--- config.mk ---
export PLATFORM = sky130hd
export DESIGN_NAME = riscv_boot_ctrl
export DESIGN_NICKNAME = d
export VERILOG_FILES = /design/src/rtl/riscv_boot_pkg.sv /design/src/rtl/riscv_boot_packer.sv /design/src/rtl/riscv_boot_ctrl.sv
export SDC_FILE = /design/constraint.sdc
export NUM_CORES = 1
export LEC_CHECK = 0
export BUFFER_PORTS_ARGS = -buffer_cell sky130_fd_sc_hd__buf_4
export CAP_MARGIN = 25
export CORE_ASPECT_RATIO = 1.2
export CORE_MARGIN = 2
export CORE_UTILIZATION = 48
export DETAILED_ROUTE_END_ITERATION = 6
export HOLD_SLACK_MARGIN = 0.03
export PLACE_DENSITY = 0.76
export SETUP_SLACK_MARGIN = 0.05
export SLEW_MARGIN = 0
export SYNTH_ARGS = -nofsm -noshare
export SYNTH_HDL_FRONTEND = slang
export SYNTH_SLANG_ARGS = --single-unit
export TNS_END_PERCENT = 1
--- constraint.sdc ---
create_clock -name i_clk -period 2.5 [get_ports i_clk]
set_clock_uncertainty 0.2 [all_clocks]
set_input_delay 0.125 -clock i_clk [delete_from_list [all_inputs] [get_ports i_clk]]
set_output_delay 0.125 -clock i_clk [all_outputs]
set_load 0.05 [all_outputs]
--- src/rtl/riscv_boot_pkg.sv ---
// Shared types and defaults for the RV32I boot/run sequencer.
// Holds the FSM encoding, default IMEM width and watchdog limit.
package riscv_boot_pkg;

  localparam int ADDR_BIT_DEF   = 10;
  localparam int WDT_CYCLES_DEF = 100;

  typedef enum logic [2:0] {
    S_IDLE  = 3'd0,
    S_LOAD  = 3'd1,
    S_WRITE = 3'd2,
    S_RUN   = 3'd3,
    S_DONE  = 3'd4
  } state_t;

endpackage

--- src/rtl/riscv_boot_packer.sv ---
// Byte-to-word packer for the boot stream.
// Fills a 32-bit word little-endian, flags the 4th byte.
module riscv_boot_packer
  import riscv_boot_pkg::*;
(
  input  logic        i_clk,
  input  logic        i_rstn,
  input  logic        i_clr,
  input  logic        i_valid,
  input  logic [7:0]  i_byte,
  output logic [31:0] o_word,
  output logic        o_word_valid
);

  logic [1:0] byte_cnt;

  // Drop each accepted byte into its lane and advance the lane counter
  always_ff @(posedge i_clk or negedge i_rstn) begin
    if (!i_rstn) begin
      byte_cnt <= '0;
      o_word   <= '0;
    end else if (i_clr) begin
      byte_cnt <= '0;
    end else if (i_valid) begin
      o_word[{byte_cnt, 3'b000} +: 8] <= i_byte;
      byte_cnt <= byte_cnt + 2'd1;
    end
  end

  assign o_word_valid = i_valid & (byte_cnt == 2'd3);

endmodule

--- src/rtl/riscv_boot_ctrl.sv ---
// Boot loader and run supervisor for the single-cycle core.
// Optional watchdog: define RISCV_BOOT_WDT_EN.
module riscv_boot_ctrl
  import riscv_boot_pkg::*;
#(
  parameter int P_ADDR_BIT   = ADDR_BIT_DEF,
  parameter int P_WDT_CYCLES = WDT_CYCLES_DEF
) (
  input  logic                  i_clk,
  input  logic                  i_rstn,
  input  logic                  i_start,
  input  logic [P_ADDR_BIT-2:0] i_len,
  input  logic                  i_byte_valid,
  input  logic [7:0]            i_byte,
  output logic                  o_byte_ready,
  output logic                  o_imem_we,
  output logic [P_ADDR_BIT-1:0] o_imem_addr,
  output logic [31:0]           o_imem_wdata,
  input  logic                  i_halt,
  output logic                  o_core_rstn,
  output logic                  o_busy,
  output logic                  o_done,
  output logic                  o_err
);

  localparam int WB = P_ADDR_BIT - 2;
  localparam int LB = P_ADDR_BIT - 1;
  localparam logic [LB-1:0] CAP = LB'(2 ** WB);

  state_t        state_q;
  state_t        state_d;
  logic [LB-1:0] len_q;
  logic [LB-1:0] len_clamp;
  logic [WB-1:0] word_idx;
  logic          start_ok;
  logic          last_word;
  logic          run_exit;
  logic          pk_valid;
  logic          word_valid;
  logic [31:0]   word;

  assign start_ok  = i_start &
                     ((state_q == S_IDLE) |
                      (state_q == S_DONE));
  assign len_clamp = (i_len > CAP) ? CAP : i_len;
  assign last_word = ({1'b0, word_idx} ==
                      (len_q - LB'(1)));
  assign pk_valid  = i_byte_valid &
                     (state_q == S_LOAD);

  riscv_boot_packer u_packer (
    .i_clk        (i_clk),
    .i_rstn       (i_rstn),
    .i_clr        (start_ok),
    .i_valid      (pk_valid),
    .i_byte       (i_byte),
    .o_word       (word),
    .o_word_valid (word_valid)
  );

`ifdef RISCV_BOOT_WDT_EN
  localparam int RCW = $clog2(P_WDT_CYCLES + 1);

  logic [RCW-1:0] run_cnt;
  logic           timeout;
  logic           err_q;

  assign timeout  = (state_q == S_RUN) &
                    (run_cnt == RCW'(P_WDT_CYCLES - 1));
  assign run_exit = i_halt | timeout;
  assign o_err    = err_q;

  // Count core-active cycles; cleared on every accepted start
  always_ff @(posedge i_clk or negedge i_rstn) begin
    if (!i_rstn) begin
      run_cnt <= '0;
    end else if (start_ok) begin
      run_cnt <= '0;
    end else if (state_q == S_RUN) begin
      run_cnt <= run_cnt + RCW'(1);
    end
  end

  // Flag a timeout exit; a coincident halt takes priority
  always_ff @(posedge i_clk or negedge i_rstn) begin
    if (!i_rstn) begin
      err_q <= 1'b0;
    end else if (start_ok) begin
      err_q <= 1'b0;
    end else if (timeout & ~i_halt) begin
      err_q <= 1'b1;
    end
  end
`else
  assign run_exit = i_halt;
  assign o_err    = 1'b0;
`endif

  // State register
  always_ff @(posedge i_clk or negedge i_rstn) begin
    if (!i_rstn) begin
      state_q <= S_IDLE;
    end else begin
      state_q <= state_d;
    end
  end

  // Next-state and state-decoded outputs
  always_comb begin
    state_d      = state_q;
    o_byte_ready = 1'b0;
    o_imem_we    = 1'b0;
    o_busy       = 1'b0;
    o_done       = 1'b0;
    unique case (state_q)
      S_IDLE, S_DONE: begin
        o_done = (state_q == S_DONE);
        if (i_start) begin
          state_d = (i_len == '0) ? S_RUN : S_LOAD;
        end
      end
      S_LOAD: begin
        o_byte_ready = 1'b1;
        o_busy       = 1'b1;
        if (word_valid) begin
          state_d = S_WRITE;
        end
      end
      S_WRITE: begin
        o_imem_we = 1'b1;
        o_busy    = 1'b1;
        state_d   = last_word ? S_RUN : S_LOAD;
      end
      S_RUN: begin
        o_busy = 1'b1;
        if (run_exit) begin
          state_d = S_DONE;
        end
      end
      default: begin
        state_d = S_IDLE;
      end
    endcase
  end

  // Length latch, word index and the registered core reset
  always_ff @(posedge i_clk or negedge i_rstn) begin
    if (!i_rstn) begin
      len_q       <= '0;
      word_idx    <= '0;
      o_core_rstn <= 1'b0;
    end else begin
      o_core_rstn <= (state_d == S_RUN);
      if (start_ok) begin
        len_q    <= len_clamp;
        word_idx <= '0;
      end else if ((state_q == S_WRITE) & ~last_word) begin
        word_idx <= word_idx + WB'(1);
      end
    end
  end

  assign o_imem_addr  = {word_idx, 2'b00};
  assign o_imem_wdata = word;

endmodule

# After elaboration in Yosys (flattened, before gate mapping)
# Cells that the tools add are included.
# W data, S select, Z words.
[word_totals]
ff_bits = 55
out_inout_bits = 48
in_bits = 22
[op_classes]
bitwise = 7
shifts = 2
mux = 16
order_cmp = 1
n_eq_ne = 7
n_addsub = 4
n_reduce_logical = 7
[op_table]
columns = ["operator", "n"]
rows = [
  ["$bwmux W32", 1],
  ["$shift A8 B7 Y32 const A", 1],
  ["$shiftx A8 B7 Y32", 1],
  ["$mux W8", 2],
  ["$pmux W3 S4", 1],
  ["$eq A3 B2 Y1 const B", 3],
  ["$eq A8 B9 Y1", 1],
  ["$gt A9 B9 Y1 const B", 1],
  ["$logic_not A9 Y1", 1],
  ["$mux W3", 3],
  ["$mux W9", 1],
  ["$sub A9 B1 Y9 const B", 1],
  ["$add A8 B1 Y8 const B", 1],
  ["$mux W2", 4],
  ["$neg A5 Y7", 1],
  ["$and A1 B1 Y1", 4],
  ["$mux W1", 4],
  ["$reduce_bool A2 Y1", 2],
  ["$eq A3 B1 Y1 const B", 1],
  ["$eq A3 B3 Y1 const B", 1],
  ["$logic_not A3 Y1", 1],
  ["$reduce_or A3 Y1", 1],
  ["$add A2 B1 Y2 const B", 1],
  ["$eq A2 B2 Y1 const B", 1],
  ["other kinds (4)", 5],
]

# Logic depth before layout (Yosys ltp)
[logic_depth]
word_depth = 6
mapped_depth = 9
ltp_nobuf = 8

# Hierarchy
# From an unflattened synthesis, not the netlist that was laid out.
[unflattened]
hier_cells = 326
area_unflattened_um2 = 3151.8
[by_module_without_submodules]
columns = ["module", "cells_each", "seq_area_each_um2", "area_each_um2", "n_inst"]
rows = [
  ["riscv_boot_packer", 170, 850.8, 1783.0, 1],
  ["riscv_boot_ctrl", 156, 525.5, 1368.8, 1],
]

# Worst setup path before layout
# OpenSTA, ideal clock, no wires.
[synth_timing]
path_kind = "register to register"
start = "register word_idx[5]"
end = "register o_core_rstn"
stages_incl_launch_ff = 9
path_slack_ns = -0.005
setup_ns = 0.119
arrival_time_ns = 2.186
period_less_slack_ns = 2.505
cell_sequence = "dfrtp_1 -> buf_1 -> nand2b_1 -> a21oi_1 -> o41a_1 -> o2111a_1 -> buf_2 -> a221o_1 -> and2_1"
[synth_between]
elab_chain_cells = 4
[synth_rtl]
columns = ["element", "line_no", "rtl"]
rows = [
  ["from (decl)", "riscv_boot_ctrl.sv:34", "logic [WB-1:0] word_idx;"],
  ["from (signal assigned)", "riscv_boot_ctrl.sv:158", "word_idx <= word_idx + WB'(1);"],
  ["$eq A8 B9 Y1", "riscv_boot_ctrl.sv:46", "assign last_word = ({1'b0, word_idx} =="],
  ["$mux W2", "riscv_boot_ctrl.sv:132", "state_d = last_word ? S_RUN : S_LOAD;"],
  ["$pmux W3 S4", "riscv_boot_ctrl.sv:115", "unique case (state_q)"],
  ["via state_d[1]", "riscv_boot_ctrl.sv:31", "state_t state_d;"],
  ["$eq A3 B2 Y1", "riscv_boot_ctrl.sv:153", "o_core_rstn <= (state_d == S_RUN);"],
  ["to (signal assigned)", "riscv_boot_ctrl.sv:153", ""],
  ["to (decl)", "riscv_boot_ctrl.sv:20", "output logic o_core_rstn,"],
]
# The timed path passes the listed nets, and every way through them passes these cells.
# A chain may end at the register's enable or synchronous reset.

# Worst setup path after layout
[layout_timing]
start = "register len_q[3]"
end = "register o_core_rstn"
[layout_between]
elab_chain_cells = 5
[layout_rtl]
columns = ["element", "line_no", "rtl"]
rows = [
  ["from (decl)", "riscv_boot_ctrl.sv:32", "logic [LB-1:0] len_q;"],
  ["from (signal assigned)", "riscv_boot_ctrl.sv:155", "len_q <= len_clamp;"],
  ["$sub A9 B1 Y9", "riscv_boot_ctrl.sv:47", "(len_q - LB'(1)));"],
  ["$eq A8 B9 Y1", "riscv_boot_ctrl.sv:46", ""],
  ["$mux W2", "riscv_boot_ctrl.sv:132", ""],
  ["$pmux W3 S4", "riscv_boot_ctrl.sv:115", ""],
  ["via state_d[1]", "riscv_boot_ctrl.sv:31", ""],
  ["$eq A3 B2 Y1", "riscv_boot_ctrl.sv:153", ""],
]
# The timed path passes the listed nets, and every way through them passes these cells.

==> results.sh <==
export IMPL_synth_edf_count=0
export IMPL_ys_ff_latch=55
export IMPL_ant_nets=0
export IMPL_worst_r2r_endpoint="o_core_rstn$_DFF_PN0_"
export IMPL_nets=438
export IMPL_synthesis_area_mm2=0.00275
export IMPL_final_common_cell="nand2_1"
export IMPL_status="completed"
export IMPL_die_area_mm2=0.00635
export IMPL_vias=2546
export IMPL_grt_overflow=0
export IMPL_min_delay_worst_endpoint="state_q[1]$_DFF_PN0_"
export IMPL_max_vdd_ir_drop_uv=1010
export IMPL_cts_path_max_buffers=2
export IMPL_final_cell_mix="nand2_1, buf_4, dfrtp_1, o21ai_0, dlygate4sd3_1"
export IMPL_core_mm2=0.00559
export IMPL_antenna_found_initial=0
export IMPL_grt_start_max_net_pins=56
export IMPL_grt_first_pass_wirelength_um=11700
export IMPL_clk_latency_ns=0.31
export IMPL_clkTransAtPathRegs_ns=0.09
export IMPL_power_uw=4600
export IMPL_finalCriticalPeriod_ns=2.44
export IMPL_worstHoldStart="i_byte_valid"
export IMPL_required_ns=2.50
export IMPL_setup_viol=0
export IMPL_clock_fmax_mhz=410
export IMPL_rrSetupSlack_ns=0.06
export IMPL_port_buffers=66
export IMPL_rsz0062_at_grt="true"
export IMPL_synth_top_area_share_pct=50.1
export IMPL_crit_path_max_fanout=6
export IMPL_slowest_stage="or4_4"
export IMPL_synth_cells=308
export IMPL_hold_class="in2reg"
export IMPL_whs_path_depth=4
export IMPL_fin_crit_sh_pct=97.6
export IMPL_async_reset_ff_share_pct=100
export IMPL_yosys_area_top_type="dfrtp_1"
export IMPL_reg2reg_depth=6
export IMPL_rows=30
export IMPL_area_growth_pct=36.4
export IMPL_drc=0
export IMPL_cts_tree="done"
export IMPL_slowest_delay_ns=0.54
export IMPL_drt_wl_total_um=7140
export IMPL_wire_per_inst_um=15.1
export IMPL_p_leak_uw=0.00178
export IMPL_synthDistinctLibCells=40
export IMPL_cts_htree_levels=2
export IMPL_die_h_um=86.9
export IMPL_finalMaxSlewViolations=0
export IMPL_seq_area_frac_synth_pct=50.1
export IMPL_ys_flop_type="dfrtp_1"
export IMPL_vias_per_cell=5.37
export IMPL_critical_path_cell_chain="or4_4 -> o41a_1 -> o2111a_2 -> buf_4 -> a221o_1 -> and2_1"
export IMPL_place_hpwl_um=5070
export IMPL_yosysWarnings=0
export IMPL_max_slew_worst_pin_slew_ns=0.688
export IMPL_yosys_top_cells_area="dfrtp_1, nand2_1, o21ai_0"
export IMPL_syn_avg_cell_area_um2=8.92
export IMPL_start_util_pct=49.1
export IMPL_path_class="reg2reg"
export IMPL_routabilityCongestion=0.860
export IMPL_drive_gt1_share_pct=25.4
export IMPL_r2r_start="len_q[3]$_DFFE_PN0P_"
export IMPL_cts_buffers=5
export IMPL_drt_iter0_drc=222
export IMPL_antenna_cells=0
export IMPL_track_usage_pct=24.0
export IMPL_io_pins=70
export IMPL_max_cap_violations=0
export IMPL_critPathCaptureType="flop"
export IMPL_slew_headroom_pct=54.1
export IMPL_drt_pass1_iterations=4
export IMPL_start_kind="flop"
export IMPL_root_buffer="clkbuf_8"
export IMPL_clock_sinks=55
export IMPL_final_util_pct=67.0
export IMPL_hold_viol=0
export IMPL_arrival_ns=2.45
export IMPL_first_global_vias=2493
export IMPL_powerDensity_mw_per_mm2=1230
export IMPL_die_w_um=73.1
-- metrics by stage --
step           hold WS [ns]  cells  TNS [ns]  area [um2]  setup slack [ns]
2_1_floorplan        -0.371    310         0        2760            0.0245
3_3_place_gp        0.00796    444         0        3400           0.00761
3_5_place_dp        0.00895    444    -0.118        3400           -0.0416
4_1_cts              0.0587    474         0        3720            0.0542
5_1_grt              0.0711    474         0        3750            0.0116
6_report             0.0620    474         0        3750            0.0590
-- synthesized netlist by cell type (4+ instances only) --
master / instances
a21oi_1: 8
clkbuf_1: 9
dfrtp_1: 55
ha_1: 7
inv_1: 8
nand2_1: 92
nand3_1: 6
nand3b_1: 11
nor2_1: 7
nor3_1: 5
nor3b_1: 6
o21ai_0: 37
o31ai_1: 4
or4_1: 5
xnor2_1: 5
-- repair_timing --
action,CTS,global route
buffers inserted,0,0
pin swaps,4,1
endpoints found under the setup margin,6,7
cloned,0,0
gates resized for setup,1,8
hold buffers,22,0
endpoints found under the hold margin,98,0
-- layout make-up --
class	instances	area, um2
well taps	64	80.1
flip-flops and latches	55	1380
fillers	450	1850
clock inverters	2	16.3
inverters	8	30.0
clock buffers	6	82.6
multi-input cells	233	1310
repair buffers	106	851
-- how the worst max path moves through the flow --
stage / depth (start not counted) / from / endpoint
3_3_place_gp: 5 / len_q[1]$_DFFE_PN0P_ / word_idx[5]$_DFFE_PN0P_
2_1_floorplan: 7 / state_q[2]$_DFF_PN0_ / word_idx[5]$_DFFE_PN0P_
4_1_cts: 5 / len_q[3]$_DFFE_PN0P_ / word_idx[7]$_DFFE_PN0P_
3_5_place_dp: 5 / len_q[1]$_DFFE_PN0P_ / word_idx[7]$_DFFE_PN0P_
5_1_grt: 6 / len_q[3]$_DFFE_PN0P_ / o_core_rstn$_DFF_PN0_
6_report: 6 / len_q[3]$_DFFE_PN0P_ / o_core_rstn$_DFF_PN0_
-- layer usage --
layer  global-route usage, %  vias up  routed length, um
li1                        -     1251                  -
met1                    29.8     1212               2950
met2                    41.1       72               3710
met3                    4.51       11                356
met4                    8.75        0                125
met5                       0        -                  0
-- critical path: cells and delay by family, from the launching register on --
kind                   cells  cell delay (ns)
AND/OR/NAND/NOR            2             0.68
buffers and inverters      1             0.15
AO/OA/AOI/OAI              3             0.92
flip-flops                 1             0.39
-- where the power goes --
| group | switching, uW | internal (uW) |
|---|---|---|
| Sequential | 265 | 1210 |
| Clock | 291 | 227 |
| Combinational | 1710 | 901 |
| Total | 2260 | 2330 |
-- state kept, by name (all words and copies together), names as in the netlist --
register           cells
word_idx               8
u_packer.o_word       32
state_q                3
u_packer.byte_cnt      2
o_core_rstn            1
len_q                  9
-- kinds of logic after synthesis --
group | Yosys count | share of synthesized area [%]
DFF | 55 | 50.1
adders and majority gates | 7 | 3.19
AOI/OAI and AO/OA | 66 | 14.2
xor gates and xnor gates | 8 | 2.55
muxes | 2 | 0.774
buffers and inverters | 22 | 3.46
and+or+nand+nor | 147 | 25.6
other | 1 | 0.137
Note: power is estimated with default switching activity, not from simulation.
